**config.mk**
```make
export PLATFORM = sky130hd
export DESIGN_NAME = uart_tx_fifo_drain
export DESIGN_NICKNAME = d
export VERILOG_FILES = /design/src/rtl/uart_pkg.sv /design/src/rtl/baud_gen.sv /design/src/rtl/uart_tx_fifo_drain.sv
export SDC_FILE = /design/constraint.sdc
export NUM_CORES = 1
export LEC_CHECK = 0
export CAP_MARGIN = 20
export CORE_ASPECT_RATIO = 2
export CORE_MARGIN = 3
export CORE_UTILIZATION = 24
export DETAILED_ROUTE_END_ITERATION = 12
export SYNTH_ARGS = -nofsm -noshare
export SYNTH_HDL_FRONTEND = slang
export SYNTH_SLANG_ARGS = --single-unit
```
**constraint.sdc**
```tcl
create_clock -name clk -period 4.3 [get_ports clk]
set_input_delay 0.43 -clock clk [delete_from_list [all_inputs] [get_ports clk]]
set_output_delay 0.43 -clock clk [all_outputs]
set_load 0.03 [all_outputs]
```
**src/rtl/uart_pkg.sv**
```systemverilog
// Shared types and constants for the FIFO-draining UART transmitter.
// Holds the frame state encoding, oversampling ratio and default stop length.
package uart_pkg;

  typedef enum logic [1:0] {
    IDLE  = 2'd0,
    START = 2'd1,
    DATA  = 2'd2,
    STOP  = 2'd3
  } tx_state_e;

  localparam int OVERSAMPLE      = 16;
  localparam int DEFAULT_SB_TICK = 16;
  // 5 bits covers stop lengths up to 32 oversample ticks.
  localparam int TICK_W          = 5;

endpackage

```
**src/rtl/baud_gen.sv**
```systemverilog
// Oversample tick divider: one-cycle tick every BAUD_DIV clocks.
// The counter is free-running; clr restarts it so a frame's bit timing starts at the pop.
module baud_gen
#(
  parameter int BAUD_DIV = 326
)
(
  input  logic clk,
  input  logic rst,
  input  logic clr,
  output logic tick
);

  localparam int DIV_W = (BAUD_DIV > 1) ? $clog2(BAUD_DIV) : 1;
  localparam logic [DIV_W-1:0] DIV_LAST = DIV_W'(BAUD_DIV - 1);

  logic [DIV_W-1:0] cnt_r;

  // Divider counter: 0..BAUD_DIV-1, restarted on clear.
  always_ff @(posedge clk or posedge rst) begin
    if (rst) begin
      cnt_r <= {DIV_W{1'b0}};
    end else if (clr) begin
      cnt_r <= {DIV_W{1'b0}};
    end else if (cnt_r == DIV_LAST) begin
      cnt_r <= {DIV_W{1'b0}};
    end else begin
      cnt_r <= cnt_r + DIV_W'(1);
    end
  end

  assign tick = (cnt_r == DIV_LAST);

endmodule

```
**src/rtl/uart_tx_fifo_drain.sv**
```systemverilog
// 8N1 serial transmitter that pops words from a first-word-fall-through FIFO
// and frames them as start, DBIT data bits LSB first, and a stop bit on tx.
module uart_tx_fifo_drain
  import uart_pkg::*;
#(
  parameter int B        = 8,
  parameter int DBIT     = 8,
  parameter int SB_TICK  = DEFAULT_SB_TICK,
  parameter int BAUD_DIV = 326
)
(
  input  logic         clk,
  input  logic         rst,
  input  logic         fifo_empty,
  input  logic [B-1:0] fifo_r_data,
  output logic         fifo_rd,
  output logic         tx,
  output logic         tx_busy
);

  localparam int BIT_W = (DBIT > 1) ? $clog2(DBIT) : 1;
  localparam logic [TICK_W-1:0] OS_LAST   = TICK_W'(OVERSAMPLE - 1);
  localparam logic [TICK_W-1:0] STOP_LAST = TICK_W'(SB_TICK - 1);
  localparam logic [BIT_W-1:0]  BIT_LAST  = BIT_W'(DBIT - 1);

  tx_state_e         state_r, state_next_s;
  logic [TICK_W-1:0] tick_cnt_r, tick_cnt_next_s;
  logic [BIT_W-1:0]  bit_cnt_r, bit_cnt_next_s;
  logic [DBIT-1:0]   shift_r, shift_next_s;
  logic              tx_r, tx_next_s;
  logic              tx_busy_r;
  logic              pop_s;
  logic              tick_s;

  baud_gen #(
    .BAUD_DIV (BAUD_DIV)
  ) u_baud_gen (
    .clk  (clk),
    .rst  (rst),
    .clr  (pop_s),
    .tick (tick_s)
  );

  // Next-state, counter and shift-register logic for the frame FSM.
  always_comb begin
    state_next_s    = state_r;
    tick_cnt_next_s = tick_cnt_r;
    bit_cnt_next_s  = bit_cnt_r;
    shift_next_s    = shift_r;
    pop_s           = 1'b0;
    case (state_r)
      IDLE: begin
        if (!fifo_empty && !rst) begin
          pop_s           = 1'b1;
          shift_next_s    = fifo_r_data[DBIT-1:0];
          tick_cnt_next_s = {TICK_W{1'b0}};
          bit_cnt_next_s  = {BIT_W{1'b0}};
          state_next_s    = START;
        end else begin
          state_next_s    = IDLE;
        end
      end
      START: begin
        if (tick_s && (tick_cnt_r == OS_LAST)) begin
          tick_cnt_next_s = {TICK_W{1'b0}};
          state_next_s    = DATA;
        end else if (tick_s) begin
          tick_cnt_next_s = tick_cnt_r + TICK_W'(1);
        end else begin
          tick_cnt_next_s = tick_cnt_r;
        end
      end
      DATA: begin
        if (tick_s && (tick_cnt_r == OS_LAST)) begin
          tick_cnt_next_s = {TICK_W{1'b0}};
          shift_next_s    = shift_r >> 1;
          if (bit_cnt_r == BIT_LAST) begin
            state_next_s   = STOP;
          end else begin
            bit_cnt_next_s = bit_cnt_r + BIT_W'(1);
          end
        end else if (tick_s) begin
          tick_cnt_next_s = tick_cnt_r + TICK_W'(1);
        end else begin
          tick_cnt_next_s = tick_cnt_r;
        end
      end
      STOP: begin
        if (tick_s && (tick_cnt_r == STOP_LAST)) begin
          tick_cnt_next_s = {TICK_W{1'b0}};
          state_next_s    = IDLE;
        end else if (tick_s) begin
          tick_cnt_next_s = tick_cnt_r + TICK_W'(1);
        end else begin
          tick_cnt_next_s = tick_cnt_r;
        end
      end
      default: begin
        state_next_s = IDLE;
      end
    endcase
  end

  // Line level follows the state being entered so tx changes on the pop edge.
  always_comb begin
    tx_next_s = 1'b1;
    case (state_next_s)
      START:   tx_next_s = 1'b0;
      DATA:    tx_next_s = shift_next_s[0];
      default: tx_next_s = 1'b1;
    endcase
  end

  // State, counters and registered line outputs.
  always_ff @(posedge clk or posedge rst) begin
    if (rst) begin
      state_r    <= IDLE;
      tick_cnt_r <= {TICK_W{1'b0}};
      bit_cnt_r  <= {BIT_W{1'b0}};
      shift_r    <= {DBIT{1'b0}};
      tx_r       <= 1'b1;
      tx_busy_r  <= 1'b0;
    end else begin
      state_r    <= state_next_s;
      tick_cnt_r <= tick_cnt_next_s;
      bit_cnt_r  <= bit_cnt_next_s;
      shift_r    <= shift_next_s;
      tx_r       <= tx_next_s;
      tx_busy_r  <= (state_next_s != IDLE);
    end
  end

  assign fifo_rd = pop_s;
  assign tx      = tx_r;
  assign tx_busy = tx_busy_r;

endmodule

```
==> impl_metrics.toml, run 1 <==
[timing]
tightest_slew_ns = 0.697
fin_crit_ns = 2.76
tns_ns = 0
fmax_mhz = 363
relSlewSlack = 0.532
setup_slack_ns = 1.54
finalSetupViolations = 0
fin_crit_sh = 0.641
holdWs_ns = 0.480
rsz0062_at_grt = "false"
finalClockSkew_ns = 0.0104
final_max_slew_viol_count = 0
hold_violations = 0

[clocking]
cts_sinks = 29
clockBufferDepth = 2
numCtsBuffers = 5
h-tree-depth = 2
cts-root-buf = "clkbuf_16"
ctsHoldBuffers = 0
cts_setup_buffers = 0
cts_resized = 0
clk_pin_slew_ns = 0.04
worstSkewPairLatency_ns = 0.28
cts_tree = "done"

[pwr]
power.leakage_nw = 0.817
peakVddDrop_mv = 0.157
p_per_area_mw_per_mm2 = 467

[layout]
nets = 178
drive_gt1_frac = 0.129
area_delta_synth_final_pct = 25.1
diodes = 0
num-fill-cells = 592

[synth]
syn_avg_cell_area_sq_um = 10.3
yosys_warnings = 0
synthCells = 143
synth_edf_count = 0
ys_seq_elements = 29
synth_ff_type = "dfrtp_1"
async_flop_share = 1.00
seq_area_frac_synth = 0.495
synth_cell_types = 39
synth_nets = 159
netlist_area_sq_mm = 0.00147

[routing]
drc = 0
postRouteAntennaNets = 0
post_drt_wl_per_cell_microns = 14.2
via_per_inst = 5.07
wl_microns = 3190
via_count = 1136
drt_iter0_drc = 30
firstDrtPassIters = 4

[setup_path]
critPathMostFrequentCell = "clkdlybuf4s50_1"
crit_type = "in -> out"
cp_max_fo = 10
path_cells = "clkdlybuf4s50_1 > nor2_1 > nand2_2 > inv_2 > clkdlybuf4s50_1"
cp-start-kind = "primary input"
cp_slowest_cell = "clkdlybuf4s50_1"
crit_family = "buffers and inverters"
crit_path_end_kind = "output pin"
crit_buf_inv = 3
cp.required_ns = 3.87
worstPathArrival_ns = 2.33
slowest_delay_ns = 0.70

[grt]
grt_pass1_vias = 1191
grt_use_total = 0.110
grt_max_degree = 17
grt_antenna_before_repair = 0
grt_pass1_wl_microns = 5700
grt_overflow_total = 0

[flow_run]
cap_violations = 0

[hold_path]
hold_path_class = "reg -> reg"

[placement]
pre_cts_ws_ns = 1.55
place.detailed.hpwl_microns = 2490
gp_congestion = 0.762
io_buffers = 13

[floorplanning]
core_sq_mm = 0.00581
pin_count = 14
initial_core_util = 0.253
die_w_microns = 61.3
die_area_sq_mm = 0.00715
rows = 39
die_h_microns = 117

[outcome]
status = "completed"
## registers in the layout, indices dropped and copies added (netlist names)
signal            cells
u_baud_gen.cnt_r      9
shift_r               8
tick_cnt_r            5
bit_cnt_r             3
state_r               2
tx                    1
tx_busy               1
## cell usage in the layout (no fill, tap or decap), drive strengths merged, types with 2 or more instances in the layout
| cell type | synthesis | final |
|---|---|---|
| o21ai | 10 | 10 |
| a22oi | 6 | 6 |
| o22ai | 2 | 2 |
| nor2 | 16 | 16 |
| nand4bb | 2 | 2 |
| xnor2 | 2 | 2 |
| ha | 5 | 5 |
| o21a | 2 | 2 |
| nand4 | 3 | 3 |
| a21oi | 3 | 3 |
| mux2 | 4 | 4 |
| mux2i | 2 | 2 |
| xor2 | 6 | 6 |
| a31oi | 2 | 2 |
| dfrtp | 28 | 28 |
| a22o | 3 | 3 |
| nand3 | 6 | 6 |
| inv | 8 | 8 |
| and4bb | 2 | 2 |
| clkbuf | 0 | 7 |
| clkdlybuf4s50 | 0 | 13 |
| nand2 | 17 | 17 |
## cell families (layout without fill, tap and decap cells)
| logic type | Yosys count | in the layout | share of synthesized area |
|---|---|---|---|
| flops | 29 | 29 | 0.495 |
| compound gates | 31 | 31 | 0.136 |
| mux | 6 | 6 | 0.0443 |
| buf+inv | 10 | 30 | 0.0273 |
| fa+ha+maj | 5 | 5 | 0.0426 |
| simple gates | 54 | 54 | 0.207 |
| xor+xnor | 8 | 8 | 0.0477 |
## metal layers
metal,track usage,up-vias,wire length (microns)
li1,-,551,-
met1,0.108,562,1120
met2,0.200,18,1890
met3,0.0332,5,104
met4,0.0521,0,85
met5,0,-,0
## worst reg2reg max path, stage by stage (launching register included)
cell and delay (ns):
dfrtp_1 0.40, ha_1 0.24, nand4b_1 0.24, nor4_4 0.66
o22ai_1 0.25, mux2_2 0.32
## through the flow
| step | utilization | total power [mW] | cell area, sq um | cells |
|---|---|---|---|---|
| floorplan | - | 0.457 | 1470 | 143 |
| global placement | 0.287 | 0.494 | 1670 | 215 |
| detailed placement | 0.289 | 0.503 | 1680 | 216 |
| CTS | 0.317 | 0.867 | 1840 | 224 |
| global route | 0.317 | 0.906 | 1840 | 224 |
| finish | 0.317 | 0.859 | 1840 | 224 |
## worst paths after layout
kind / from / end / slack, ns / cells past startpoint
max: rst / fifo_rd / 1.54 / 5
min: tick_cnt_r[4] / tick_cnt_r[4] / 0.48 / 1
max reg2reg: tick_cnt_r[0] / bit_cnt_r[0] / 2.07 / 5
min reg2reg: tick_cnt_r[4] / tick_cnt_r[4] / 0.48 / 1
max in group asynchronous: rst / u_baud_gen.cnt_r[4] / 3.16 / 3
min in group asynchronous: rst / tx_busy / 0.60 / 2
## area by class of cell
class                      count  area, sq um  area share
sequential                    29          727       0.396
multi-input combinational    104          702       0.382
clock buffer                   7          153      0.0830
timing repair buffer          14          145      0.0790
tap                           61         76.3      0.0415
inverter                       8         30.0      0.0163
clock inverter                 1         5.00     0.00272
## report_power, final
| part | switching (mW) | leakage [nW] | internal, mW |
|---|---|---|---|
| Combinational | 0.0572 | 0.376 | 0.0657 |
| Sequential | 0.0551 | 0.361 | 0.319 |
| Clock | 0.118 | 0.0799 | 0.244 |
| Total | 0.230 | 0.817 | 0.629 |
## synthesized netlist by cell type (all sizes together) (2+ instances only)
cell	number	area share
a22oi	6	0.031
nand2	17	0.045
o22ai	2	0.0085
xnor2	2	0.012
xor2	6	0.036
nor2	16	0.043
inv	8	0.020
mux2i	2	0.014
o21ai	10	0.034
and4bb	2	0.017
ha	5	0.043
o21a	2	0.010
a31oi	2	0.0085
a22o	3	0.018
mux2	4	0.031
nand3	6	0.020
nand4bb	2	0.019
a21oi	3	0.010
buf	2	0.0068
dfrtp	28	0.48
nand4	3	0.013
Note: power is estimated with default switching activity, not from simulation.
==> run 2: changes to the inputs <==
- clock period: 4.3 -> 2.4 ns (I/O delays scaled with it)
==> run 2 against run 1 <==
  * Non-clock buffer count grew 5
  * Clock skew is 0.0046 ns lower
  * Worst hold slack got worse by 0.088 ns
  * Core utilization rose by 0.78 points
  * Sequential power up 79%
  * Clock power rose by 99%
  * Power grew 88%
==> impl_metrics.toml, run 2 (synthesis results as in run 1) <==
[timing]
holdWs_ns = 0.392
fin_crit_sh = 0.823
rsz0062_at_grt = "false"
setup_slack_ns = 0.424
tightest_slew_ns = 0.452
hold_violations = 0
finalClockSkew_ns = 0.00581
tns_ns = 0
relSlewSlack = 0.697
final_max_slew_viol_count = 0
finalSetupViolations = 0
fmax_mhz = 506
fin_crit_ns = 1.98

[clocking]
cts_setup_buffers = 0
cts_resized = 0
cts_tree = "done"
clk_pin_slew_ns = 0.05
clockBufferDepth = 2
ctsHoldBuffers = 0
cts-root-buf = "clkbuf_16"
worstSkewPairLatency_ns = 0.27
numCtsBuffers = 5
h-tree-depth = 2
cts_sinks = 29

[grt]
met3_usage = 0.0265
grt_antenna_before_repair = 0
grt_overflow_total = 0
grt_pass1_wl_microns = 5330
grt_use_total = 0.104
grt_max_degree = 30
grt_pass1_vias = 1176
grt_util_met1 = 0.0971
use_met2 = 0.190
top_usage_layer = "met2"

[layout]
layout_commonest_cell = "dfrtp_1"
final_cell_mix = "dfrtp_1 (28), nand2_1 (16), nor2_1 (15), clkdlybuf4s50_1 (13), o21ai_1 (8)"
post-route-util = 0.324
diodes = 0
area_delta_synth_final_pct = 28.2
top_regs = "u_baud_gen.cnt_r: 9 flops, shift_r: 8 flops, tick_cnt_r: 5 flops"
finalNonFillerCells = 229
largest-register = "u_baud_gen.cnt_r"
nets = 183
drive_gt1_frac = 0.149
largest_reg_flops = 9

[routing]
postRouteAntennaNets = 0
via_count = 1133
drt_iter0_drc = 25
via_per_inst = 4.95
wl_microns = 3200
drc = 0
post_drt_wl_per_cell_microns = 14.0
firstDrtPassIters = 4

[floorplanning]
die_h_microns = 117
die_area_sq_mm = 0.00715
die_w_microns = 61.3
rows = 39
initial_core_util = 0.253
pin_count = 14
core_sq_mm = 0.00581

[setup_path]
cp.required_ns = 2.16
worstPathArrival_ns = 1.74
crit_type = "reg -> out"
cp_max_fo = 9
cp-start-kind = "flip-flop"
crit_path_end_kind = "output pin"

[placement]
gp_congestion = 0.748
pre_cts_ws_ns = 0.425
place.detailed.hpwl_microns = 2410
io_buffers = 13
place_inst = 221

[pwr]
peakVddDrop_mv = 0.309
power.leakage_nw = 0.844
p_per_area_mw_per_mm2 = 856

[hold_path]
hold_path_class = "in -> async"

[flow_run]
cap_violations = 0

[outcome]
status = "completed"
run 2: changes by cell type in the layout (fill, tap and decap cells not counted), sizes merged:
cell    previous run  this run
buf                1         6
bufinv             0         1
clkinv             1         0
run 2: final timing paths:
| check | start | endpoint | slack, ns | depth (start not counted) |
|---|---|---|---|---|
| min | rst | tx_busy | 0.39 | 3 |
| max in group asynchronous | rst | tx | 1.70 | 3 |
| max reg2reg | tick_cnt_r[0] | tx | 0.45 | 5 |
| min reg2reg | tick_cnt_r[4] | tick_cnt_r[4] | 0.48 | 1 |
| max | state_r[1] | fifo_rd | 0.42 | 4 |
| min in group clk | tick_cnt_r[4] | tick_cnt_r[4] | 0.48 | 1 |
run 2: final cells by class:
cell class | instances | area (sq um)
Timing Repair Buffer | 19 | 175
Tap cell | 61 | 76.3
Inverter | 8 | 30.0
Fill cell | 588 | 3920
Clock buffer | 7 | 143
Clock inverter | 1 | 30.0
Sequential cell | 29 | 727
Multi-Input combinational cell | 104 | 702
run 2: power breakdown:
part	leakage [nW]	switching, mW	internal [mW]	total (mW)
Combinational	0.399	0.101	0.118	0.219
Clock	0.0841	0.205	0.517	0.721
Sequential	0.361	0.100	0.571	0.671
run 2: worst max-delay path: stages, from the launching register on:
cell	delay [ns]
dfrtp_1	0.49
nor2_2	0.18
nand2_2	0.08
inv_2	0.06
clkdlybuf4s50_1	0.66
run 2: per-stage QoR:
stage,instance area (sq um),power [mW]
CTS,1880,1.63
floorplan,1470,0.819
detailed placement,1710,0.901
global placement,1710,0.892
finish,1880,1.61
global route,1880,1.69
run 2: per-layer routing:
| layer | vias up | share of wire | wire length, microns |
|---|---|---|---|
| li1 | 553 | - | - |
| met1 | 564 | 0.35 | 1130 |
| met2 | 8 | 0.60 | 1910 |
| met3 | 8 | 0.023 | 74 |
| met4 | 0 | 0.027 | 85 |
| met5 | - | 0 | 0 |
==> run 3: changes to the inputs <==
- clock period: 2.4 -> 1.9 ns (I/O delays scaled with it)
==> run 3 against run 2 <==
  * First-iteration DRC count grew 16%
  * Critical path depth up 2
  * Clock power grew 13%
  * Combinational power increased by 63%
  * Global-route usage up 0.60 points
  * Sequential share of layout area fell by 1.6 points
  * Via count up 4.8%
  * Worst hold slack got worse by 0.043 ns
  * Largest cell class unchanged
  * Critical path type is now reg -> reg
  * Setup slack got worse by 0.29 ns
==> impl_metrics.toml, run 3 (synthesis results as in run 1) <==
[outcome]
status = "completed"

[placement]
gp_congestion = 0.784
place_area_sq_mm = 0.00173
io_buffers = 13
place.detailed.hpwl_microns = 2600
place_inst = 224

[clocking]
worstSkewPairLatency_ns = 0.27
cts_tree = "done"
clockBufferDepth = 2
clk_pin_slew_ns = 0.05
h-tree-depth = 2
cts-root-buf = "clkbuf_16"
ctsHoldBuffers = 0
numCtsBuffers = 5
cts_sinks = 29

[routing]
firstDrtPassIters = 4
via_per_inst = 4.99
drc = 0
drt_iter0_drc = 29
wl_microns = 3510
via_count = 1187
postRouteAntennaNets = 0
post_drt_wl_per_cell_microns = 14.8

[setup_path]
slowest_delay_ns = 0.42
cp_slowest_cell = "dfrtp_1"
crit_path_end_kind = "flip-flop"
cp.required_ns = 2.06
crit_type = "reg -> reg"
worstPathArrival_ns = 1.92
reg2reg_depth = 6
path_cells = "inv_1 > ha_1 > nand4bb_2 > nor4_4 > o22ai_2 > mux2_2"
cp-start-kind = "flip-flop"
reg2reg_to = "bit_cnt_r[0]"
cp_max_fo = 5
r2r_slack_ns = 0.13
regToRegStartpoint = "u_baud_gen.cnt_r[1]"

[layout]
area_delta_synth_final_pct = 33.7
diodes = 0
layout_commonest_cell = "dfrtp_1"
stdcell_area_sq_mm = 0.00196
largest-register = "u_baud_gen.cnt_r"
largest_reg_flops = 9
final_cell_mix = "dfrtp_1 (28), nand2_1 (16), nor2_1 (15), buf_4 (14), clkdlybuf4s50_1 (12)"
drive_gt1_frac = 0.215
nets = 192
finalNonFillerCells = 238
top_regs = "u_baud_gen.cnt_r: 9 flops, shift_r: 8 flops, tick_cnt_r: 5 flops"

[timing]
relSlewSlack = 0.714
finalClockSkew_ns = 0.00551
finalSetupViolations = 0
fmax_mhz = 566
holdWs_ns = 0.349
fin_crit_ns = 1.77
tightest_slew_ns = 0.427
hold_violations = 0
final_max_slew_viol_count = 0
tns_ns = 0
fin_crit_sh = 0.929
rsz0062_at_grt = "false"

[floorplanning]
die_h_microns = 117
rows = 39
die_area_sq_mm = 0.00715
initial_core_util = 0.253
die_w_microns = 61.3
core_sq_mm = 0.00581
pin_count = 14

[flow_run]
cap_violations = 0

[grt]
grt_pass1_wl_microns = 5690
grt_pass1_vias = 1200
grt_antenna_before_repair = 0
grt_overflow_total = 0
grt_max_degree = 30
grt_use_total = 0.110

[pwr]
p_per_area_mw_per_mm2 = 1020
power.leakage_nw = 0.904
peakVddDrop_mv = 0.482

[hold_path]
hold_path_class = "in -> async"
run 3: per-stage QoR:
step                setup WS, ns  power (mW)   util
floorplan                  0.206        1.03      -
global placement          0.0749        1.16  0.298
detailed placement        0.0461        1.17  0.298
CTS                       0.0184        2.01  0.325
global route              0.0264        2.10  0.338
finish                     0.134        1.99  0.338
run 3: per-layer routing:
layer  GRT usage  up-vias  share of wire
li1            -      573              -
met1      0.0996      595           0.35
met2       0.211       14           0.61
met3      0.0277        5          0.022
met4      0.0521        0          0.017
met5           0        -              0
run 3: how the worst max path moves through the flow:
stage                             start      endpoint  depth (start not counted)
detailed placement        tick_cnt_r[0]            tx                          5
CTS                       tick_cnt_r[0]            tx                          5
global placement          tick_cnt_r[0]            tx                          5
floorplan           u_baud_gen.cnt_r[1]            tx                          6
finish              u_baud_gen.cnt_r[1]  bit_cnt_r[0]                          6
global route              tick_cnt_r[0]  bit_cnt_r[0]                          6
run 3: power breakdown:
part	switching, mW	internal (mW)
clock	0.262	0.553
sequential	0.0991	0.722
combinational	0.177	0.180
total	0.539	1.46
run 3: layout make-up:
class / instances / area, sq um
inverter: 8 / 30.0
clock buffer: 7 / 153
multi-input combinational: 104 / 717
fill: 591 / 3840
clock inverter: 1 / 5.00
sequential: 29 / 727
timing repair buffer: 28 / 256
tap: 61 / 76.3
run 3: critical path, delay by kind of cell (launching register included):
kind,cells,cell delay (ns)
mux,1,0.28
flops,1,0.42
buf+inv,1,0.07
compound gates,1,0.15
simple gates,2,0.57
fa+ha+maj,1,0.17
run 3: timing repair:
action | 4_1_cts | 5_1_grt
setup buffers | 0 | 6
endpoints found under the setup margin | 0 | 7
resized for setup | 0 | 4
